<file path="src/rtl/ceespu_int_ctrl.sv">
// ---------------------------------------------------------------------------
// ceespu_int_ctrl
//
// Four-source interrupt controller for the Ceespu core. Rising edges on the
// peripheral request lines latch into a pending register. Any pending source
// that is also enabled in the mask raises a single registered interrupt
// request towards decode, together with the index of the winning source.
// Source 0 has the highest priority.
//
// A small three-state machine sequences each request:
//   IDLE - waiting for an enabled pending source
//   REQ  - O_int asserted, vector frozen until ack or withdrawal
//   GAP  - one dead cycle after an ack so decode never sees back-to-back
//          requests without a gap
//
// Ports
//   I_clk         system clock, all state changes on the rising edge
//   I_rst_n       asynchronous active-low reset
//   I_irq[3:0]    peripheral request lines (events are rising edges)
//   I_int_ack     one-cycle pulse from decode: interrupt has been taken
//   I_memE        register access strobe
//   I_memWe       1 = write, 0 = read (only meaningful with I_memE)
//   I_addr[1:0]   0 = MASK, 1 = PENDING (write-1-to-clear), 2 = STATUS,
//                 3 = reserved
//   I_data[31:0]  write data, only bits [3:0] are used
//   O_data[31:0]  registered read data, held between reads
//   O_int         interrupt request to decode
//   O_int_vector  index of the requesting source, stable while O_int = 1
// ---------------------------------------------------------------------------
module ceespu_int_ctrl (
  input  logic        I_clk,
  input  logic        I_rst_n,
  input  logic [3:0]  I_irq,
  input  logic        I_int_ack,
  input  logic        I_memE,
  input  logic        I_memWe,
  input  logic [1:0]  I_addr,
  input  logic [31:0] I_data,
  output logic [31:0] O_data,
  output logic        O_int,
  output logic [1:0]  O_int_vector
);

  typedef enum logic [1:0] {
    ST_IDLE = 2'd0,
    ST_REQ  = 2'd1,
    ST_GAP  = 2'd2
  } state_t;

  localparam logic [1:0] ADDR_MASK    = 2'd0;
  localparam logic [1:0] ADDR_PENDING = 2'd1;
  localparam logic [1:0] ADDR_STATUS  = 2'd2;

  state_t      state_q, state_d;
  logic [3:0]  mask_q, mask_d;
  logic [3:0]  pending_q, pending_d;
  logic [3:0]  prev_irq_q, prev_irq_d;
  logic        int_q, int_d;
  logic [1:0]  vec_q, vec_d;
  logic [31:0] data_q, data_d;

  logic [3:0]  irq_edge;
  logic [3:0]  active;
  logic [3:0]  ack_clr;
  logic [3:0]  w1c_clr;
  logic        reg_wr;
  logic        reg_rd;
  logic [1:0]  lowest_active;

  // Upper write-data bits carry no meaning for this block.
  logic unused_data;
  assign unused_data = ^I_data[31:4];

  assign reg_wr   = I_memE & I_memWe;
  assign reg_rd   = I_memE & ~I_memWe;

  // A source fires only on a 0->1 transition seen across two edges.
  assign irq_edge = I_irq & ~prev_irq_q;

  // Only sources that are both latched and enabled compete for the request.
  assign active   = pending_q & mask_q;

  // Fixed priority: the lowest numbered active source wins.
  always_comb begin
    lowest_active = 2'd3;
    if (active[0]) begin
      lowest_active = 2'd0;
    end else if (active[1]) begin
      lowest_active = 2'd1;
    end else if (active[2]) begin
      lowest_active = 2'd2;
    end
  end

  // Request sequencer. The vector is latched only on the IDLE->REQ step so a
  // higher-priority source arriving later cannot preempt an open request.
  // A request is withdrawn when its source is masked off or its pending bit
  // has been cleared by software; an ack takes precedence over withdrawal.
  always_comb begin
    state_d = state_q;
    vec_d   = vec_q;
    ack_clr = 4'b0000;
    case (state_q)
      ST_IDLE: begin
        if (|active) begin
          state_d = ST_REQ;
          vec_d   = lowest_active;
        end
      end
      ST_REQ: begin
        if (I_int_ack) begin
          ack_clr = 4'b0001 << vec_q;
          state_d = ST_GAP;
        end else if (!mask_q[vec_q] || !pending_q[vec_q]) begin
          state_d = ST_IDLE;
        end
      end
      ST_GAP: begin
        state_d = ST_IDLE;
      end
      default: begin
        state_d = ST_IDLE;
      end
    endcase
    int_d = (state_d == ST_REQ);
  end

  // Register file writes and the pending update. Clears from an ack or a
  // write-1-to-clear are applied first and new edges are OR-ed in last, so a
  // simultaneous set on the same bit always survives.
  always_comb begin
    mask_d     = mask_q;
    w1c_clr    = 4'b0000;
    prev_irq_d = I_irq;
    if (reg_wr && (I_addr == ADDR_MASK)) begin
      mask_d = I_data[3:0];
    end
    if (reg_wr && (I_addr == ADDR_PENDING)) begin
      w1c_clr = I_data[3:0];
    end
    pending_d = (pending_q & ~(ack_clr | w1c_clr)) | irq_edge;
  end

  // Read mux. Reads return the register contents as they stood before the
  // access edge; the result is held until the next read.
  always_comb begin
    data_d = data_q;
    if (reg_rd) begin
      case (I_addr)
        ADDR_MASK:    data_d = {28'b0, mask_q};
        ADDR_PENDING: data_d = {28'b0, pending_q};
        ADDR_STATUS:  data_d = {26'b0, state_q, int_q, 1'b0, vec_q};
        default:      data_d = 32'b0;
      endcase
    end
  end

  // prev_irq resets to all ones so a line already high when reset releases
  // is not mistaken for a fresh event.
  always_ff @(posedge I_clk or negedge I_rst_n) begin
    if (!I_rst_n) begin
      state_q    <= ST_IDLE;
      mask_q     <= 4'b0000;
      pending_q  <= 4'b0000;
      prev_irq_q <= 4'b1111;
      int_q      <= 1'b0;
      vec_q      <= 2'd0;
      data_q     <= 32'b0;
    end else begin
      state_q    <= state_d;
      mask_q     <= mask_d;
      pending_q  <= pending_d;
      prev_irq_q <= prev_irq_d;
      int_q      <= int_d;
      vec_q      <= vec_d;
      data_q     <= data_d;
    end
  end

  assign O_int        = int_q;
  assign O_int_vector = vec_q;
  assign O_data       = data_q;

endmodule

</file>
<file path="config.mk">
export PLATFORM = sky130hd
export DESIGN_NAME = ceespu_int_ctrl
export DESIGN_NICKNAME = d
export VERILOG_FILES = /design/src/rtl/ceespu_int_ctrl.sv
export SDC_FILE = /design/constraint.sdc
export NUM_CORES = 1
export LEC_CHECK = 0
export ABC_AREA = 1
export CAP_MARGIN = 5
export CORE_AREA = 2 2 59 61
export DETAILED_ROUTE_END_ITERATION = 6
export DIE_AREA = 0 0 61 63
export DONT_BUFFER_PORTS = 1
export PLACE_DENSITY = 0.69
export SETUP_SLACK_MARGIN = 0.2
export SLEW_MARGIN = 5
export SYNTH_ARGS = -nofsm -noshare
export SYNTH_HDL_FRONTEND = slang
export SYNTH_SLANG_ARGS = --single-unit
</file>
<file path="constraint.sdc">
create_clock -name I_clk -period 1.15 [get_ports I_clk]
set_input_delay 0.345 -clock I_clk [delete_from_list [all_inputs] [get_ports I_clk]]
set_output_delay 0.345 -clock I_clk [all_outputs]
set_load 0.02 [all_outputs]
</file>
Word-level counts from Yosys, hierarchy flattened
Cells that the tools add are included.
- shift operators: 1
- mux-type cells: 15
- magnitude comparators: 1
- reduce and logical (&&, ||, !) cells: 9
- eq/ne operators: 4
- bitwise operators: 10
- operators with widths (cell ; count):
    6-bit one-hot mux with 3 select lines ; 1
    4-bit bitwise AND ; 3
    4-bit two-way mux ; 3
    2-bit two-way mux ; 5
    4-bit NOT ; 2
    4-bit OR ; 2
    2-bit by 1-bit == test with 1-bit output, second input constant ; 3
    1-bit binary-select mux with 2-bit select ; 2
    2-bit zero test ; 2
    2-bit one-hot mux with 2 select lines ; 1
    4-bit OR reduction ; 1
    1-bit by 2-bit << shifter with 4-bit output, first input constant ; 1
    2-bit by 3-bit < comparator with 1-bit output, second input constant ; 1
    1-bit two-way mux ; 3
    1-bit bitwise AND ; 2
    2-bit == test, second input constant ; 1
    1-bit logical AND ; 2
    1-bit zero test ; 2
    2-bit AND reduction ; 1
    1-bit logical OR ; 1
    1-bit NOT ; 1
- flip-flop bits (word level): 49
- output and inout bits: 35
- input bits: 43
- word-level logic and storage cells: 47

Depth between registers and ports, before layout
Gate-level depths: netlist of the first run.
- depth after elaboration: 8
- gate-level depth with buffers: 8
- depth with buffers taken out: 7

Least setup slack after synthesis of the first run
No wires, ideal clock.
- path type: register to register
- from: reg vec_q[0], in the netlist O_int_vector[0]
- to: reg int_q, in the netlist O_int
- data required time: 1.031 ns
- arrival: 0.948 ns
- path buffers: 1
- setup time: 0.119 ns
- clock period less this slack: 1.067 ns
- path slack: 0.083 ns
- cell stages (with the launch flop): 9
- cells stage by stage: dfrtp_1 -> buf_6 -> inv_4 -> nand2_1 -> nand2_1 -> nand2_1 -> nand2_1 -> nand3_1 -> nand2_1
- longest elaborated chain between the ends: 8
- elaborated cells between the ends (all ways): 11
- classes of those cells: 1 x eq/ne; 7 x mux; 3 x reduce/logical
- RTL lines (item ; line ; text):
    start, declared ; 59 ; logic [1:0] vec_q, vec_d;
    start signal, assigned ; 175 ; vec_q <= vec_d;
    1-bit binary-select mux with 2-bit select ; 114 ; end else if (!mask_q[vec_q] || !pending_q[vec_q]) begin
    1-bit two-way mux (implied by the code) ; 114 ;
    1-bit zero test ; 114 ;
    1-bit logical OR * ; 114 ;
    2-bit two-way mux * ; 114 ;
    2-bit two-way mux * ; 111 ; if (I_int_ack) begin
    2-bit one-hot mux with 2 select lines * ; 103 ; case (state_q)
    2-bit by 1-bit == test with 1-bit output * ; 125 ; int_d = (state_d == ST_REQ);
    named net int_d ; 58 ; logic int_q, int_d;
    end signal, assigned ; 174 ; int_q <= int_d;
    end, declared ; 58 ;
Mark *: on every way through the listed nets, which the timed path passes. The rest lies on a longest branch. The select of a mux whose other input is x is not followed.
A chain may end at the register's enable or synchronous reset.

Worst setup path in the final report of the first run
- from: reg vec_q[0], in the netlist O_int_vector[0]
- to: out O_int_vector[0]
- RTL lines (item ; line ; text):
    end, declared ; 41 ; output logic [1:0] O_int_vector
No word-level cell between the ends.

==> results by group, run 1 <==
Route
  • Post-route ant nets: 0
  • Iter 0 DRT Violations: 12
  • Routed wirelength normalized by instance count: 10.6 µm
  • Wirelength, routed: 2510 µm
  • First-pass detailed-route iteration total: 3
  • Via density: 4.26
  • Post-route DRC: 0
  • Total vias in the final route: 1014

CTS
  • CTS tree: done
  • Clk sink count: 23
  • Skew-Pair Late Insertion Delay: 0.30 ns
  • CTS clk-pin slew, worst paths: 0.12 ns
  • Number of buffers added by the clock tree synthesis step: 3
  • Clock tree root buffer cell: sky130_fd_sc_hd__clkbuf_4
  • Number of H-tree branching levels: 1
  • Max clock buf depth: 2

Die
  • Placeable core area: 3230 µm²
  • Row cnt: 21
  • Die Height: 63 µm
  • Effective utilization at floorplan: a little over two fifths
  • Area of the die: 3840 µm²
  • Die boundary width: 61 µm
  • Num ports: 78

Logic synthesis
  • EDFF count, synth: 0
  • Post-synthesis mux area share: 0%
  • Synthesized flop and latch total: 23
  • Most instantiated cells after synthesis: sky130_fd_sc_hd__nand2_1 (61), sky130_fd_sc_hd__buf_4 (26), sky130_fd_sc_hd__dfrtp_1 (19), sky130_fd_sc_hd__inv_1 (15), sky130_fd_sc_hd__nand3_1 (8)
  • Area fraction of the dominant cell type after synthesis: between 30% and 40%
  • Fraction of the yosys area taken by sequential cells: 42.1%
  • Share of synthesized flip-flops with an asynchronous set or reset: 100%
  • Number of standard cells after synthesis: 175
  • Synthesized-area fraction occupied by xor and xnor cells: 0%
  • Number of distinct library cell variants in the gate-level netlist after synthesis: 20
  • Avg Synthesized Cell Area: 7.89 µm²
  • Yosys synthesis warning count: 0
  • Cell area after technology mapping: 1380 µm²
  • Synthesized-area fraction occupied by and/or/nand/nor cells: between 30 and 40%
  • Largest family of logic cells by synthesized area: simple AND/OR/NAND/NOR gates
  • Adder-Cell Fraction of Synth Area: 0%
  • Complex-gate fraction of the synthesized area: 5.71%
  • Top cell type by total area after synthesis: sky130_fd_sc_hd__dfrtp_1
  • Primary flip-flop cell chosen by synthesis mapping: sky130_fd_sc_hd__dfrtp_1
  • Top area cells in the synthesized netlist: sky130_fd_sc_hd__dfrtp_1 (34%), sky130_fd_sc_hd__nand2_1 (17%), sky130_fd_sc_hd__buf_4 (14%)
  • Cell with the most instances after synthesis: sky130_fd_sc_hd__nand2_1

Timing
  • Crit path time final: between 1 and 1.5 ns
  • Post-route fraction of the period consumed by the critical path: 105%
  • Final count of hold timing violations: 0
  • Setup repair after global routing missed its margin: true
  • # setup viols final: 2
  • Final worst hold slack: 0.154 ns
  • Max Clock Skew: 0.00260 ns
  • Highest attainable clock frequency: 0.824 GHz
  • Max-slew violation count: 0
  • Post-layout worst setup margin: -0.0629 ns

Worst setup path
  • Crit. Startpoint: O_int_vector[0]
  • Endpoint type of the worst setup path: primary output
  • Required time at the endpoint of the critical path: approximately 0.8 ns
  • Crit path launch type: register
  • Critical Setup Path Class: reg2out
  • Crit path max-delay family: flip-flops
  • Critical-path maximum fanout: 2
  • Critical R2R Launch: O_int_vector[0]
  • Cell-by-cell listing of the critical path: buf_6
  • Data arrival time of the worst path: 0.87 ns
  • Worst path buffer plus inverter count: 1
  • Crit-path slowest cell: sky130_fd_sc_hd__dfrtp_2
  • Crit path largest cell delay: 0.43 ns

GRT
  • GRT Util Overall: 13.8%
  • Layer with the highest usage: met2
  • Number of global-route vias before repair: between 900 and 1000
  • Met2 track demand over resource: 22.3%
  • Number of antenna violations at the first check in global routing: 0
  • Wire length of the first global-routing pass: approximately 4100 µm
  • GR Layer Usage met1: between 15 and 20%
  • Total congestion overflow after global routing: 0
  • Met3 Usage GRT: approximately 6.2%
  • Maximum number of pins on one net before global-route repair: 24

Hold path
  • Class of the most critical hold timing path: in2reg
  • Worst hold path startpoint: I_irq[2]

Cells and area
  • Fraction of the core area covered by cells at the end of the flow: 49.7%
  • Post-synthesis to final-layout area growth: 16.4%
  • Proportion of layout cells with a drive suffix above 1: 40.1%
  • Count of inserted antenna diode cells: 0
  • Number of nets at the end of the flow: 236

Flow run
  • Number of max-cap violations: 0

Place
  • IO Port Bufs: 0
  • Detailed placement HPWL: 1800 µm
  • Final weighted congestion in routability-driven placement: 0.809
  • Worst slack at placement: approximately 0.13 ns

Power and ir drop
  • VDD IR-drop max: 1.03 mV
  • Static Leak: 0.834 nW
  • Total power per unit cell area: 1940 nW/µm²

Status
  • Result of the run: finished with violations
  • Violated checks: negative setup slack
==> worst paths after layout <==
check                           cells after the start  slack (ns)               to
worst max-delay path                                1       -0.06  O_int_vector[0]
worst min-delay path                                2        0.15     pending_q[2]
worst max register to register                      8        0.04            O_int
worst min register to register                      1        0.50     pending_q[1]
max in group asynchronous                           2        0.49    prev_irq_q[1]
min in group asynchronous                           2        0.44        mask_q[3]
==> logic make-up after synthesis <==
| family | after synthesis |
|---|---|
| other cells | 1 |
| buf+inv | 47 |
| flops | 23 |
| simple gates | 92 |
| compound gates | 12 |
==> state kept, by name, indices dropped and copies added, names as in the netlist <==
signal	count
pending_q	4
O_int_vector	2
state_q	2
prev_irq_q	4
O_int	1
mask_q	4
O_data	6
==> area by class of cell <==
type	count	area (µm²)
timing repair buffer	16	156
fill	318	1630
clock buffer	4	26.3
sequential	23	596
inverter	19	76.3
multi-input combinational	130	694
tap	46	57.6
==> stage by stage <==
stage / cell area (µm²) / power (mW) / setup TNS, ns / cells
after floorplan: 1480 / 2.21 / 0 / 200
after global placement: 1340 / 2.25 / 0 / 220
after detailed placement: 1340 / 2.26 / 0 / 220
after CTS: 1460 / 2.87 / -0.109 / 230
after global routing: 1610 / 3.39 / -0.512 / 238
final: 1610 / 3.12 / -0.0895 / 238
==> routing by layer <==
metal / vias to the layer above / routed length [µm]
li1: 516 / -
met1: 463 / 1080
met2: 33 / 1260
met3: 2 / 166
met4: 0 / 10
met5: - / 0
==> what timing repair did <==
item	CTS	global route
gates resized for setup	20	22
endpoints found under the hold margin	23	27
buffers inserted	6	2
pin swaps	8	9
endpoints found under the setup margin	18	19
gates cloned	0	0
==> report_power, final <==
group	total (mW)	switching, mW	internal, mW
clock	0.365	0.229	0.135
sequential	1.40	0.357	1.04
combinational	1.35	0.774	0.577
==> cells in the final DEF (no fill, tap or decap), types with 2 or more instances in the layout <==
cell and n:
sky130_fd_sc_hd__nand2_1 49, sky130_fd_sc_hd__conb_1 26, sky130_fd_sc_hd__nand2_2 16, sky130_fd_sc_hd__inv_1 13
sky130_fd_sc_hd__dfrtp_2 12, sky130_fd_sc_hd__nand3_2 8, sky130_fd_sc_hd__dfrtp_1 7, sky130_fd_sc_hd__buf_4 7
sky130_fd_sc_hd__nor2_4 6, sky130_fd_sc_hd__inv_2 5, sky130_fd_sc_hd__nand3_1 5, sky130_fd_sc_hd__o21ai_2 5
sky130_fd_sc_hd__o21ai_1 5, sky130_fd_sc_hd__dlygate4sd3_1 5, sky130_fd_sc_hd__dfstp_2 4, sky130_fd_sc_hd__nand2_4 3
sky130_fd_sc_hd__nor2_1 3, sky130_fd_sc_hd__clkbuf_4 3, sky130_fd_sc_hd__buf_6 3, sky130_fd_sc_hd__nor2_2 2
No activity file was read; power rests on OpenSTA's default activity.
==> inputs of run 2 (changes only) <==
--- a/config.mk
+++ b/config.mk
@@ -6,11 +6,13 @@
 export NUM_CORES = 1
 export LEC_CHECK = 0
 export ABC_AREA = 1
+export ABC_CLOCK_PERIOD_IN_PS = 1150
 export CAP_MARGIN = 5
 export CORE_AREA = 2 2 59 61
 export DETAILED_ROUTE_END_ITERATION = 6
 export DIE_AREA = 0 0 61 63
 export DONT_BUFFER_PORTS = 1
+export GPL_TIMING_DRIVEN = 0
 export PLACE_DENSITY = 0.69
 export SETUP_SLACK_MARGIN = 0.2
 export SLEW_MARGIN = 5
==> run 2 against run 1 <==
Against the previous run: the flow now finishes without violations; non-clock buffer count up 31; count of clock-buffer cells in the layout is the same; largest cell class unchanged; first-iteration DRC count increased by 75%; critical path type unchanged; highest routed layer unchanged.
==> results by group, run 2 (same netlist as run 1, synthesis figures left out) <==
Die
  • Die boundary width: 61 µm
  • Area of the die: 3840 µm²
  • Placeable core area: 3230 µm²
  • Row cnt: 21
  • Effective utilization at floorplan: a little over two fifths
  • Num ports: between 70 and 80
  • Die Height: 63 µm

Cells and area
  • Number of nets at the end of the flow: 267
  • Count of inserted antenna diode cells: 0
  • Non-Filler Cell Area, Final: between 1500 and 2000 µm²
  • Non-Filler Instances: 269
  • Post-synthesis to final-layout area growth: 32.0%
  • Proportion of layout cells with a drive suffix above 1: roughly 47%
  • Highest-count cells in the layout ignoring fill and taps: sky130_fd_sc_hd__nand2_1 (49), sky130_fd_sc_hd__buf_4 (38), sky130_fd_sc_hd__conb_1 (26)
  • Leading cell type in the layout, fill and taps excluded: sky130_fd_sc_hd__nand2_1
  • Number of flip-flops in the largest register: 6

GRT
  • Wire length of the first global-routing pass: 4020 µm
  • GRT Util Overall: 13.5%
  • Number of global-route vias before repair: 940
  • Number of antenna violations at the first check in global routing: 0
  • Maximum number of pins on one net before global-route repair: 24
  • Total congestion overflow after global routing: 0

Place
  • Instance area at placement: 1540 µm²
  • Final weighted congestion in routability-driven placement: 0.856
  • IO Port Bufs: 0
  • Detailed placement HPWL: 1920 µm
  • Total placed cells including tap cells: 246

CTS
  • Max clock buf depth: 2
  • Number of H-tree branching levels: 1
  • CTS tree: done
  • Number of buffers added by the clock tree synthesis step: 3
  • Clk sink count: 23
  • Clock tree root buffer cell: sky130_fd_sc_hd__clkbuf_4
  • CTS clk-pin slew, worst paths: roughly 0.13 ns
  • Skew-Pair Late Insertion Delay: 0.31 ns

Flow run
  • Number of max-cap violations: 0

Timing
  • Max-slew violation count: 0
  • Max Clock Skew: 0.00265 ns
  • Crit path time final: between 1 and 1.5 ns
  • # setup viols final: 0
  • Post-route fraction of the period consumed by the critical path: between 90% and 100%
  • Setup repair after global routing missed its margin: true
  • Highest attainable clock frequency: 0.874 GHz
  • Final count of hold timing violations: 0
  • Final worst hold slack: 0.145 ns

Worst setup path
  • Critical Setup Path Class: reg2out
  • Data arrival time of the worst path: 0.80 ns
  • Worst R2R Path Depth: 8
  • R2R Path End: state_q[0]
  • Critical-path maximum fanout: 3
  • Slack of the worst reg-to-reg path: roughly 0.0053 ns
  • Crit path launch type: register
  • Required time at the endpoint of the critical path: roughly 0.81 ns
  • Endpoint type of the worst setup path: primary output
  • Critical R2R Launch: O_int_vector[0]

Hold path
  • Class of the most critical hold timing path: in2reg
  • Worst hold path startpoint: I_data[2]
  • Cells on Worst Hold Path: 2
  • Hold worst-path end: mask_q[2]

Power and ir drop
  • Total power per unit cell area: 1800 nW/µm²
  • Static Leak: 0.994 nW
  • VDD IR-drop max: 1.30 mV

Status
  • Result of the run: finished, final reports clean

Route
  • Iter 0 DRT Violations: 21
  • First-pass detailed-route iteration total: 6
  • Post-route DRC: 0
  • Post-route ant nets: 0
  • Total vias in the final route: 1154
  • Routed wirelength normalized by instance count: slightly above 10 µm
  • Wirelength, routed: 2720 µm
  • Via density: ~4.3
[run 2: through the flow]
stage               setup TNS [ns]  worst slack, ns  power, mW  util, %
detailed placement               0           0.0549       2.39     47.7
finish                           0          0.00526       3.28     56.4
global placement                 0           0.0574       2.37     47.7
floorplan                        0            0.127       2.21        -
CTS                              0          0.00495       2.95     51.1
global route                -0.185          -0.0557       3.51     56.4
[run 2: what timing repair did]
action,4_1_cts,5_1_grt
gates resized for setup,16,16
hold endpoints to repair,23,27
setup endpoints to repair,19,19
gates cloned,0,1
buffers inserted,6,6
pin swaps,7,10
[run 2: cell type report]
class                      instances  area [µm²]
multi-input combinational        130         684
inverter                          19        76.3
fill                             292        1410
tap                               46        57.6
timing repair buffer              19         165
buffer                            28         218
clock buffer                       4        26.3
sequential                        23         594
[run 2: worst max path at each step]
stage / startpoint / endpoint / depth (start not counted)
after floorplan: O_int_vector[0] / O_int / 8
after global placement: O_int_vector[0] / O_int / 8
after detailed placement: O_int_vector[0] / O_int / 8
after CTS: O_int_vector[0] / O_int_vector[0] / 0
after global routing: O_int_vector[0] / O_int / 8
final: O_int_vector[0] / O_int_vector[0] / 0
[run 2: routing by layer]
layer  vias up  GRT usage, %  wire length (µm)
li1        577             -                 -
met5         -             0                 0
met4         0          3.26                61
met3        12          4.14               177
met1       520          16.3              1070
met2        45          22.8              1410
[run 2: power breakdown]
group / leakage, nW / internal [mW] / switching (mW) / total, mW
Sequential: 0.257 / 1.04 / 0.333 / 1.38
Combinational: 0.722 / 0.713 / 0.815 / 1.53
Clock: 0.0150 / 0.135 / 0.244 / 0.379
Total: 0.994 / 1.89 / 1.39 / 3.28
==> inputs of run 3 (changes only) <==
--- a/config.mk
+++ b/config.mk
@@ -8,12 +8,13 @@
 export ABC_AREA = 1
 export ABC_CLOCK_PERIOD_IN_PS = 1150
 export CAP_MARGIN = 5
-export CORE_AREA = 2 2 59 61
+export CORE_AREA = 2 2 66 68
+export CTS_CLUSTER_SIZE = 25
 export DETAILED_ROUTE_END_ITERATION = 6
-export DIE_AREA = 0 0 61 63
+export DIE_AREA = 0 0 68 70
 export DONT_BUFFER_PORTS = 1
 export GPL_TIMING_DRIVEN = 0
-export PLACE_DENSITY = 0.69
+export PLACE_DENSITY = 0.59
 export SETUP_SLACK_MARGIN = 0.2
 export SLEW_MARGIN = 5
 export SYNTH_ARGS = -nofsm -noshare
==> run 3 against run 2 <==
Against the previous run: sequential share of layout area is 1.2 points higher; maximum frequency is 0.16% lower; non-clock buffer count is 7 lower; register-to-register slack hardly changed; clock skew is 0.0010 ns higher; power is 1.2% lower; clock power is 31% higher; core utilization is 14 points lower.
==> results by group, run 3 (same netlist as run 1, synthesis figures left out) <==
Status
  • Result of the run: finished, final reports clean

Route
  • Post-route ant nets: 0
  • Total vias in the final route: around 1000
  • Via density: 3.90
  • First-pass detailed-route iteration total: 4
  • Routed wirelength normalized by instance count: about 9.5 µm
  • Post-route DRC: 0
  • Iter 0 DRT Violations: 28
  • Wirelength, routed: 2560 µm

Timing
  • Post-route fraction of the period consumed by the critical path: 99.7%
  • Highest attainable clock frequency: 0.872 GHz
  • Max Clock Skew: around 0.0037 ns
  • # setup viols final: 0
  • Setup repair after global routing missed its margin: true
  • Final worst hold slack: 0.0742 ns
  • Crit path time final: 1.15 ns
  • Max-slew violation count: 0
  • Final count of hold timing violations: 0

GRT
  • Maximum number of pins on one net before global-route repair: 24
  • GRT Util Overall: 11.6%
  • Total congestion overflow after global routing: 0
  • Number of antenna violations at the first check in global routing: 0
  • Wire length of the first global-routing pass: 4170 µm
  • Number of global-route vias before repair: 947

Worst setup path
  • Crit path largest cell delay: 0.48 ns
  • Critical-path maximum fanout: 6
  • Worst path buffer plus inverter count: 2
  • Crit-path slowest cell: sky130_fd_sc_hd__dfrtp_2
  • Crit path launch type: register
  • Critical Setup Path Class: reg2reg
  • Data arrival time of the worst path: roughly 1.4 ns
  • Crit path max-delay family: flip-flops
  • Cell-by-cell listing of the critical path: buf_6 -> inv_6 -> nand2_1 -> nand2_1 -> nand2_1 -> nand2_1 -> nand3_2 -> nand2_1
  • Most frequent CP cell: sky130_fd_sc_hd__nand2_1
  • Endpoint type of the worst setup path: register
  • Required time at the endpoint of the critical path: 1.35 ns

Cells and area
  • Post-synthesis to final-layout area growth: 27.2%
  • Number of flip-flops in the largest register: 6
  • Proportion of layout cells with a drive suffix above 1: 44.0%
  • Highest-count cells in the layout ignoring fill and taps: sky130_fd_sc_hd__nand2_1 (55), sky130_fd_sc_hd__buf_4 (35), sky130_fd_sc_hd__conb_1 (26)
  • Count of inserted antenna diode cells: 0
  • Leading cell type in the layout, fill and taps excluded: sky130_fd_sc_hd__nand2_1
  • Number of nets at the end of the flow: 260

CTS
  • Clk sink count: 23
  • Clock tree root buffer cell: sky130_fd_sc_hd__clkbuf_8
  • Skew-Pair Late Insertion Delay: 0.26 ns
  • Number of H-tree branching levels: 1
  • Number of buffers added by the clock tree synthesis step: 3
  • Max clock buf depth: 2
  • CTS clk-pin slew, worst paths: 0.08 ns
  • CTS tree: done

Power and ir drop
  • VDD IR-drop max: just over 1 mV
  • Sum of internal, switching and leakage power: 3.24 mW
  • Total power per unit cell area: 1850 nW/µm²
  • Static Leak: 0.957 nW

Flow run
  • Number of max-cap violations: 0

Hold path
  • Class of the most critical hold timing path: in2reg

Die
  • Die boundary width: 68 µm
  • Die Height: approximately 70 µm
  • Row cnt: 24
  • Effective utilization at floorplan: 33.3%
  • Num ports: 78
  • Area of the die: 4760 µm²
  • Placeable core area: 4140 µm²

Place
  • IO Port Bufs: 0
  • Final weighted congestion in routability-driven placement: 0.814
  • Detailed placement HPWL: a little under 2000 µm
## run 3: area by class of cell
type	instances	area [µm²]
multi-input cells	130	654
clock buffers	4	45.0
inverters	19	76.3
well taps	52	65.1
fillers	443	2390
repair buffers	12	103
flip-flops and latches	23	594
plain buffers	28	218
## run 3: metal layers
layer	track usage (%)	routed length [µm]
met1	14.2	1140
met2	18.9	1210
met3	4.35	181
met4	3.33	20
met5	0	0
## run 3: timing repair
action | CTS | global route
pin swaps | 6 | 6
resized for setup | 15 | 8
endpoints found under the hold margin | 23 | 23
setup buffers | 5 | 4
gates cloned | 1 | 0
endpoints found under the setup margin | 19 | 19
## run 3: where the power goes
part | switching (mW) | total, mW | internal [mW]
registers | 0.329 | 1.37 | 1.04
clock network | 0.251 | 0.498 | 0.247
logic | 0.748 | 1.37 | 0.626
total | 1.33 | 3.24 | 1.92
## run 3: path summary, 6_finish.rpt
| path | endpoint | depth (start not counted) | slack, ns | startpoint |
|---|---|---|---|---|
| worst max-delay path | state_q[0] | 8 | 0.003 | O_int_vector[0] |
| worst min-delay path | prev_irq_q[3] | 0 | 0.07 | I_irq[3] |
| worst max register to register | state_q[0] | 8 | 0.003 | O_int_vector[0] |
| worst min register to register | pending_q[3] | 1 | 0.49 | prev_irq_q[3] |
| max in group asynchronous | prev_irq_q[1] | 2 | 0.43 | I_rst_n |
| min in group asynchronous | state_q[1] | 2 | 0.50 | I_rst_n |
## run 3: stage by stage
| step | setup TNS (ns) | instances | utilization (%) | area (µm²) | worst slack [ns] |
|---|---|---|---|---|---|
| final | 0 | 268 | 42.4 | 1760 | 0.00343 |
| after floorplan | 0 | 200 | - | 1480 | 0.127 |
| after global routing | -0.194 | 268 | 42.4 | 1760 | -0.0858 |
| after global placement | 0 | 252 | 37.3 | 1550 | 0.0495 |
| after detailed placement | 0 | 252 | 37.3 | 1550 | 0.0346 |
| after CTS | 0 | 262 | 40.5 | 1680 | 0.0289 |
